$ cat src/rtl/mem_port_arbiter_pkg.sv
// Shared definitions for the unified memory port arbiter: RV32 size codes,
// the response tag carried down the latency pipeline, and the alignment check.
package mem_port_arbiter_pkg;

    localparam logic [2:0] F3_LB  = 3'b000;
    localparam logic [2:0] F3_LH  = 3'b001;
    localparam logic [2:0] F3_LW  = 3'b010;
    localparam logic [2:0] F3_LBU = 3'b100;
    localparam logic [2:0] F3_LHU = 3'b101;
    localparam logic [2:0] F3_SB  = 3'b000;
    localparam logic [2:0] F3_SH  = 3'b001;
    localparam logic [2:0] F3_SW  = 3'b010;

    // Requester ids are 3 bits wide so up to 8 requesters can be tagged.
    localparam int IDW = 3;

    typedef enum logic [1:0] {
        SZ_BYTE = 2'b00,
        SZ_HALF = 2'b01,
        SZ_WORD = 2'b10
    } size_e;

    typedef struct packed {
        logic           valid;
        logic [IDW-1:0] id;
        logic           err;
        logic           we;
    } rsp_tag_t;

    // funct3[1:0] encodes the access size for both loads and stores.
    function automatic logic isMisaligned(input logic [2:0] funct3, input logic [1:0] addrLsb);
        logic mis;
        mis = 1'b0;
        case (funct3[1:0])
            SZ_WORD: mis = (addrLsb != 2'b00);
            SZ_HALF: mis = addrLsb[0];
            default: mis = 1'b0;
        endcase
        return mis;
    endfunction

endpackage

$ cat src/rtl/mem_port_arbiter_rr_arbiter.sv
// Request vector to one-hot grant, either round-robin from a rotating pointer
// or fixed lowest-index priority.
module rr_arbiter
    import mem_port_arbiter_pkg::*;
#(
    parameter int NREQ      = 2,
    parameter int PRIO_MODE = 0
) (
    input  logic            clk,
    input  logic            rst,
    input  logic [NREQ-1:0] i_req,
    output logic [NREQ-1:0] o_grant,
    output logic [IDW-1:0]  o_grantId,
    output logic            o_anyGrant
);

    localparam int PW = (NREQ > 1) ? $clog2(NREQ) : 1;

    logic [PW-1:0]   r_ptr;
    logic [PW-1:0]   w_nextPtr;
    logic [NREQ-1:0] w_mask;
    logic [NREQ-1:0] w_masked;
    logic [NREQ-1:0] w_cand;

    // Requests at or above the pointer get first pick; if none, fall back to
    // the full vector, which gives the wrap-around search order.
    always_comb begin
        w_mask = '0;
        for (int i = 0; i < NREQ; i++) begin
            if (PRIO_MODE == 0 && i >= int'(r_ptr)) begin
                w_mask[i] = 1'b1;
            end
        end
        w_masked   = i_req & w_mask;
        w_cand     = (w_masked != '0) ? w_masked : i_req;
        o_grant    = '0;
        o_grantId  = '0;
        o_anyGrant = 1'b0;
        w_nextPtr  = r_ptr;
        if (!rst) begin
            for (int i = 0; i < NREQ; i++) begin
                if (!o_anyGrant && w_cand[i]) begin
                    o_anyGrant = 1'b1;
                    o_grant[i] = 1'b1;
                    o_grantId  = IDW'(i);
                    w_nextPtr  = (i == NREQ - 1) ? '0 : PW'(i + 1);
                end
            end
        end
    end

    always_ff @(posedge clk or posedge rst) begin
        if (rst) begin
            r_ptr <= '0;
        end else if (o_anyGrant && PRIO_MODE == 0) begin
            r_ptr <= w_nextPtr;
        end
    end

endmodule

$ cat src/rtl/mem_port_arbiter.sv
// Shares one single-ported memory between NREQ requesters: one grant per cycle,
// responses returned RD_LAT cycles later tagged with the issuing requester.
module mem_port_arbiter
    import mem_port_arbiter_pkg::*;
#(
    parameter int NREQ      = 2,
    parameter int AW        = 32,
    parameter int DW        = 32,
    parameter int RD_LAT    = 1,
    parameter int PRIO_MODE = 0
) (
    input  logic               clk,
    input  logic               rst,
    input  logic [NREQ-1:0]    req_valid,
    output logic [NREQ-1:0]    req_ready,
    input  logic [NREQ-1:0]    req_we,
    input  logic [NREQ*AW-1:0] req_addr,
    input  logic [NREQ*DW-1:0] req_wdata,
    input  logic [NREQ*3-1:0]  req_funct3,
    output logic [NREQ-1:0]    rsp_valid,
    output logic [DW-1:0]      rsp_rdata,
    output logic               rsp_err,
    output logic               mem_en,
    output logic               mem_we,
    output logic [AW-1:0]      mem_addr,
    output logic [DW-1:0]      mem_wdata,
    output logic [2:0]         mem_funct3,
    input  logic [DW-1:0]      mem_rdata
);

    logic [NREQ-1:0] w_grant;
    logic [IDW-1:0]  w_winId;
    logic            w_any;
    logic            w_we;
    logic [AW-1:0]   w_addr;
    logic [DW-1:0]   w_wdata;
    logic [2:0]      w_funct3;
    logic            w_misalign;
    rsp_tag_t        r_pipe [RD_LAT];
    rsp_tag_t        w_head;

    rr_arbiter #(
        .NREQ      (NREQ),
        .PRIO_MODE (PRIO_MODE)
    ) u_arb (
        .clk        (clk),
        .rst        (rst),
        .i_req      (req_valid),
        .o_grant    (w_grant),
        .o_grantId  (w_winId),
        .o_anyGrant (w_any)
    );

    assign req_ready = w_grant;

    // Route the winning requester's fields to the memory port.
    always_comb begin
        w_we     = 1'b0;
        w_addr   = '0;
        w_wdata  = '0;
        w_funct3 = '0;
        for (int i = 0; i < NREQ; i++) begin
            if (w_grant[i]) begin
                w_we     = req_we[i];
                w_addr   = req_addr[i*AW +: AW];
                w_wdata  = req_wdata[i*DW +: DW];
                w_funct3 = req_funct3[i*3 +: 3];
            end
        end
    end

    // A misaligned access is still granted (so the requester sees its handshake
    // complete) but never reaches the memory.
    assign w_misalign = w_any & isMisaligned(w_funct3, w_addr[1:0]);
    assign mem_en     = w_any & ~w_misalign;
    assign mem_we     = mem_en & w_we;
    assign mem_addr   = w_addr;
    assign mem_wdata  = w_wdata;
    assign mem_funct3 = w_funct3;

    always_ff @(posedge clk or posedge rst) begin
        if (rst) begin
            for (int i = 0; i < RD_LAT; i++) begin
                r_pipe[i] <= '0;
            end
        end else begin
            r_pipe[0] <= '{valid: w_any, id: w_winId, err: w_misalign, we: w_we};
            for (int i = 1; i < RD_LAT; i++) begin
                r_pipe[i] <= r_pipe[i-1];
            end
        end
    end

    assign w_head = r_pipe[RD_LAT-1];

    // Memory data lines up with the tag leaving the last stage; only aligned
    // loads forward it, stores and faulted accesses return zero.
    always_comb begin
        rsp_valid = '0;
        for (int i = 0; i < NREQ; i++) begin
            if (w_head.valid && w_head.id == IDW'(i)) begin
                rsp_valid[i] = 1'b1;
            end
        end
        rsp_err   = w_head.valid & w_head.err;
        rsp_rdata = (w_head.valid && !w_head.err && !w_head.we) ? mem_rdata : '0;
    end

endmodule
$ cat config.mk
export PLATFORM = sky130hd
export DESIGN_NAME = mem_port_arbiter
export DESIGN_NICKNAME = d
export VERILOG_FILES = /design/src/rtl/mem_port_arbiter_pkg.sv /design/src/rtl/mem_port_arbiter_rr_arbiter.sv /design/src/rtl/mem_port_arbiter.sv
export SDC_FILE = /design/constraint.sdc
export NUM_CORES = 1
export LEC_CHECK = 0
export ABC_AREA = 0
export CAP_MARGIN = 20
export CORE_AREA = 2 2 109 111
export CTS_BUF_LIST = sky130_fd_sc_hd__clkbuf_8
export CTS_CLUSTER_SIZE = 10
export DETAILED_ROUTE_END_ITERATION = 7
export DIE_AREA = 0 0 111 113
export GPL_TIMING_DRIVEN = 0
export HOLD_SLACK_MARGIN = 0.15
export PLACE_DENSITY = 0.55
export SKIP_CTS_REPAIR_TIMING = 1
export SYNTH_ARGS = -nofsm -noshare
export SYNTH_HDL_FRONTEND = slang
export SYNTH_HIERARCHICAL = 1
export SYNTH_SLANG_ARGS = --single-unit
$ cat constraint.sdc
create_clock -name clk -period 3.7 [get_ports clk]
set_input_delay 1.11 -clock clk [delete_from_list [all_inputs] [get_ports clk]]
set_output_delay 1.11 -clock clk [all_outputs]
set_load 0.01 [all_outputs]
==> run_summary.xml, run 1 <==
<?xml version="1.0" encoding="UTF-8"?>
<metrics>
  <group name="synth">
    <metric name="post_synth_most_frequent_cells" unit="">sky130_fd_sc_hd__a22o_1 (64), sky130_fd_sc_hd__and2_1 (33), sky130_fd_sc_hd__clkbuf_1 (9)</metric>
    <metric name="synthesis.instances" unit="">163</metric>
    <metric name="synth_adder_area_share" unit="%">1.88</metric>
    <metric name="mappedNetlistArea" unit="um^2">1330</metric>
    <metric name="synth_top_area_cell" unit="">sky130_fd_sc_hd__a22o_1</metric>
    <metric name="seq_area_frac_synth" unit="%">13.2</metric>
    <metric name="synth-compound-area-share" unit="%">49.4</metric>
    <metric name="postSynth.topFlopCell" unit="">sky130_fd_sc_hd__dfrtp_1</metric>
    <metric name="synth_top_area_share" unit="%">42.1</metric>
    <metric name="synth_seq_cells" unit="">7</metric>
    <metric name="synth_top_cells_by_area" unit="">sky130_fd_sc_hd__a22o_1 (42%), sky130_fd_sc_hd__and2_1 (16%), sky130_fd_sc_hd__dfrtp_1 (13%), sky130_fd_sc_hd__buf_4 (4.0%), sky130_fd_sc_hd__clkbuf_1 (2.5%)</metric>
    <metric name="syn-mean-instance-area" unit="um^2">8.16</metric>
    <metric name="synth-async-reset-ratio" unit="%">100</metric>
    <metric name="synth-xor-area-share" unit="%">0</metric>
    <metric name="ys.warnings.count" unit="">6</metric>
    <metric name="post-synth-top-count-cell" unit="">sky130_fd_sc_hd__a22o_1</metric>
    <metric name="synth_simple_gate_area_share" unit="%">23.5</metric>
    <metric name="synth_enable_flop_cells" unit="">0</metric>
    <metric name="synth_top_family_by_area" unit="">compound AO/OA/AOI/OAI gates</metric>
    <metric name="synth.distinct_cells" unit="">29</metric>
    <metric name="multiplexer_fraction_of_the_synthesized_cell_area" unit="%">0.753</metric>
  </group>
  <group name="place">
    <metric name="place_hpwl" unit="um">8530</metric>
    <metric name="buffers_added_on_ports" unit="">277</metric>
    <metric name="gp_congestion" unit="">0.850</metric>
    <metric name="placement.setup.worst_slack" unit="ps">-1470</metric>
    <metric name="placed_cells_incl_taps" unit="">584</metric>
  </group>
  <group name="power">
    <metric name="seq_power_share" unit="%">11.7</metric>
    <metric name="combPwrFrac" unit="%">74.3</metric>
    <metric name="cellInternalPower" unit="W">0.000509</metric>
    <metric name="power_density" unit="nW/um^2">154</metric>
    <metric name="share_clk_of_total_power" unit="%">14.0</metric>
    <metric name="leakage" unit="nW">2.75</metric>
    <metric name="fin_total_pwr" unit="W">0.000726</metric>
    <metric name="max-vdd-ir-drop" unit="mV">0.0831</metric>
    <metric name="total_switching_power" unit="W">0.000217</metric>
    <metric name="switching_share" unit="%">29.9</metric>
  </group>
  <group name="status">
    <metric name="violations_in_the_final_reports" unit="">negative setup slack</metric>
    <metric name="run_status" unit="">finished with violations</metric>
  </group>
  <group name="worst_setup_path">
    <metric name="worst-endpoint-arrival" unit="ps">3030</metric>
    <metric name="crit_end_element" unit="">primary output</metric>
    <metric name="worstPathRequired" unit="ps">2590</metric>
    <metric name="crit_path_max_fanout" unit="">4</metric>
    <metric name="start_kind" unit="">input pin</metric>
    <metric name="timing_worst_setup_path_type" unit="">in -&gt; out</metric>
  </group>
  <group name="drt">
    <metric name="routedWlPerCell" unit="um">16.2</metric>
    <metric name="dr.pass1.iters" unit="">4</metric>
    <metric name="viasPerCell" unit="">4.09</metric>
    <metric name="via_count" unit="">2463</metric>
    <metric name="ant_nets" unit="">0</metric>
    <metric name="drc" unit="">0</metric>
    <metric name="drt_iter0_markers" unit="">47</metric>
    <metric name="routed_wl" unit="um">9770</metric>
  </group>
  <group name="clock_tree">
    <metric name="ctsRootBufferMaster" unit="">sky130_fd_sc_hd__clkbuf_8</metric>
    <metric name="worst_skew_pair_latency" unit="ps">220</metric>
    <metric name="clk_transition_reported_paths" unit="ps">40</metric>
    <metric name="h_tree_depth" unit="">1</metric>
    <metric name="clock-sinks" unit="">7</metric>
    <metric name="numCtsBuffers" unit="">3</metric>
    <metric name="clock_path_buffers" unit="">2</metric>
    <metric name="cts_tree" unit="">built</metric>
  </group>
  <group name="timing">
    <metric name="final.setup_skew" unit="ps">1.13</metric>
    <metric name="grt_setup_unrepaired" unit="">yes</metric>
    <metric name="finalSetupViolCount" unit="">6</metric>
    <metric name="finalHoldViolCount" unit="">0</metric>
    <metric name="drv_slew" unit="">0</metric>
    <metric name="period_minus_slack" unit="ps">4140</metric>
    <metric name="highest_attainable_clock_frequency" unit="MHz">241</metric>
    <metric name="fin_ws" unit="ps">-442</metric>
    <metric name="post_route_clock_period_utilization" unit="%">112</metric>
  </group>
  <group name="finish">
    <metric name="utilization" unit="%">41.8</metric>
    <metric name="areaGrowthSynthToFinish" unit="%">254</metric>
    <metric name="post_route_cells_drive_above_1_share" unit="%">13.1</metric>
    <metric name="stdcell_count" unit="">602</metric>
    <metric name="final_nets" unit="">634</metric>
    <metric name="insertedDiodeCount" unit="">0</metric>
  </group>
  <group name="die">
    <metric name="die_height" unit="um">113</metric>
    <metric name="ioPinCount" unit="">278</metric>
    <metric name="core" unit="um^2">11300</metric>
    <metric name="floorplan.die_area" unit="um^2">12500</metric>
    <metric name="num_rows" unit="">39</metric>
    <metric name="dieWidth" unit="um">111</metric>
    <metric name="floorplan.initialDensity" unit="%">11.8</metric>
  </group>
  <group name="run">
    <metric name="maxCapViolations" unit="">0</metric>
  </group>
  <group name="global_route">
    <metric name="via_count_of_the_first_global_routing_pass" unit="">2478</metric>
    <metric name="number_of_antenna_violations_at_the_first_check_in_global_routing" unit="">0</metric>
    <metric name="grt_start_max_net_pins" unit="">11</metric>
    <metric name="grt_first_pass_wirelength" unit="um">13800</metric>
    <metric name="grt-ovfl-total" unit="">0</metric>
    <metric name="grtUsageTotal" unit="%">14.0</metric>
  </group>
  <group name="min_path">
    <metric name="hold_class" unit="">reg -&gt; reg</metric>
  </group>
</metrics>
[cells in the final DEF (no fill, tap or decap), types with 4 or more instances in the layout]
| cell type | synthesis | routed |
|---|---|---|
| sky130_fd_sc_hd__dlymetal6s2s_1 | 0 | 60 |
| sky130_fd_sc_hd__clkdlybuf4s50_1 | 0 | 209 |
| sky130_fd_sc_hd__dfrtp_1 | 7 | 7 |
| sky130_fd_sc_hd__clkbuf_2 | 0 | 7 |
| sky130_fd_sc_hd__a22o_1 | 64 | 63 |
| sky130_fd_sc_hd__inv_1 | 6 | 7 |
| sky130_fd_sc_hd__buf_6 | 1 | 6 |
| sky130_fd_sc_hd__nand2_1 | 4 | 4 |
| sky130_fd_sc_hd__buf_4 | 7 | 18 |
| sky130_fd_sc_hd__and2_1 | 33 | 33 |
[metal layers]
metal  wire length, um  share of wire [%]  track usage, %  up-vias
li1                  -                  -               -     1206
met2              5200                 53            27.0      168
met4               113                1.2            3.67        0
met3               970                9.9            4.50       10
met1              3480                 36            14.6     1079
met5                 0                  0               0        -
[through the flow]
step	hold WS [ps]	setup TNS [ps]	instance area, um^2
floorplan	621	-168	1410
global placement	638	-58280	4360
detailed placement	660	-60690	4360
CTS	665	-61530	4410
global route	686	-1420	4710
finish	660	-901	4710
[layout make-up]
type | count | area [um^2]
clock buffer | 3 | 41.3
buffer | 20 | 159
inverter | 8 | 30.0
sequential | 7 | 175
clock inverter | 1 | 3.75
timing repair buffer | 292 | 3020
fill | 1152 | 6570
multi-input combinational | 128 | 1100
tap | 143 | 179
[worst paths after layout]
check | slack, ps | end | depth (start not counted) | start
setup / recovery | -440 | mem_we | 11 | rst
hold / removal | 660 | u_arb/r_ptr | 2 | u_arb/r_ptr
setup reg to reg | 1520 | r_pipe[1] | 9 | u_arb/r_ptr
hold reg to reg | 660 | u_arb/r_ptr | 2 | u_arb/r_ptr
max in group asynchronous | 2590 | r_pipe[5] | 3 | rst
min in group asynchronous | 730 | u_arb/r_ptr | 2 | rst
[kinds of logic (layout without fill, tap and decap cells)]
kind of cell	Yosys count	count (layout)
compound gates	75	75
fa+ha+maj	2	2
buf+inv	29	324
flops	7	7
mux	1	1
other cells	1	2
simple gates	48	48
[worst max-delay path, stage by stage]
cell and delay [ps]:
sky130_fd_sc_hd__buf_8 110, sky130_fd_sc_hd__nor2b_4 100, sky130_fd_sc_hd__a21boi_4 270, sky130_fd_sc_hd__nor2b_4 80
sky130_fd_sc_hd__buf_8 130, sky130_fd_sc_hd__a22o_4 250, sky130_fd_sc_hd__ha_4 250, sky130_fd_sc_hd__a2111oi_4 350
sky130_fd_sc_hd__buf_4 180, sky130_fd_sc_hd__a211oi_2 50, sky130_fd_sc_hd__buf_2 160
[power by group through the flow]
stage               combinational (W)  clock [W]  sequential [W]
global placement             0.000537          0       0.0000858
floorplan                    0.000174          0       0.0000853
detailed placement           0.000538          0       0.0000860
CTS                          0.000542   0.000106       0.0000850
finish                       0.000540   0.000102       0.0000850
global route                 0.000574   0.000114       0.0000852
[flip-flops by register name, summed over array words and instances, names as in the netlist]
name         flops
r_pipe           6
u_arb/r_ptr      1
Note: power is estimated with default switching activity, not from simulation.
==> run 2, diff against run 1 <==
--- a/config.mk
+++ b/config.mk
@@ -9,7 +9,7 @@
 export CAP_MARGIN = 20
 export CORE_AREA = 2 2 109 111
 export CTS_BUF_LIST = sky130_fd_sc_hd__clkbuf_8
-export CTS_CLUSTER_SIZE = 10
+export CTS_CLUSTER_SIZE = 8
 export DETAILED_ROUTE_END_ITERATION = 7
 export DIE_AREA = 0 0 111 113
 export GPL_TIMING_DRIVEN = 0
==> results of run 2 <==
No change in the layout: final DEF, timing and power equal those of run 1.
==> run 3, diff against run 2 <==
--- a/config.mk
+++ b/config.mk
@@ -9,7 +9,6 @@
 export CAP_MARGIN = 20
 export CORE_AREA = 2 2 109 111
 export CTS_BUF_LIST = sky130_fd_sc_hd__clkbuf_8
-export CTS_CLUSTER_SIZE = 8
 export DETAILED_ROUTE_END_ITERATION = 7
 export DIE_AREA = 0 0 111 113
 export GPL_TIMING_DRIVEN = 0
==> results of run 3 <==
No change in the layout: final DEF, timing and power equal those of run 1.
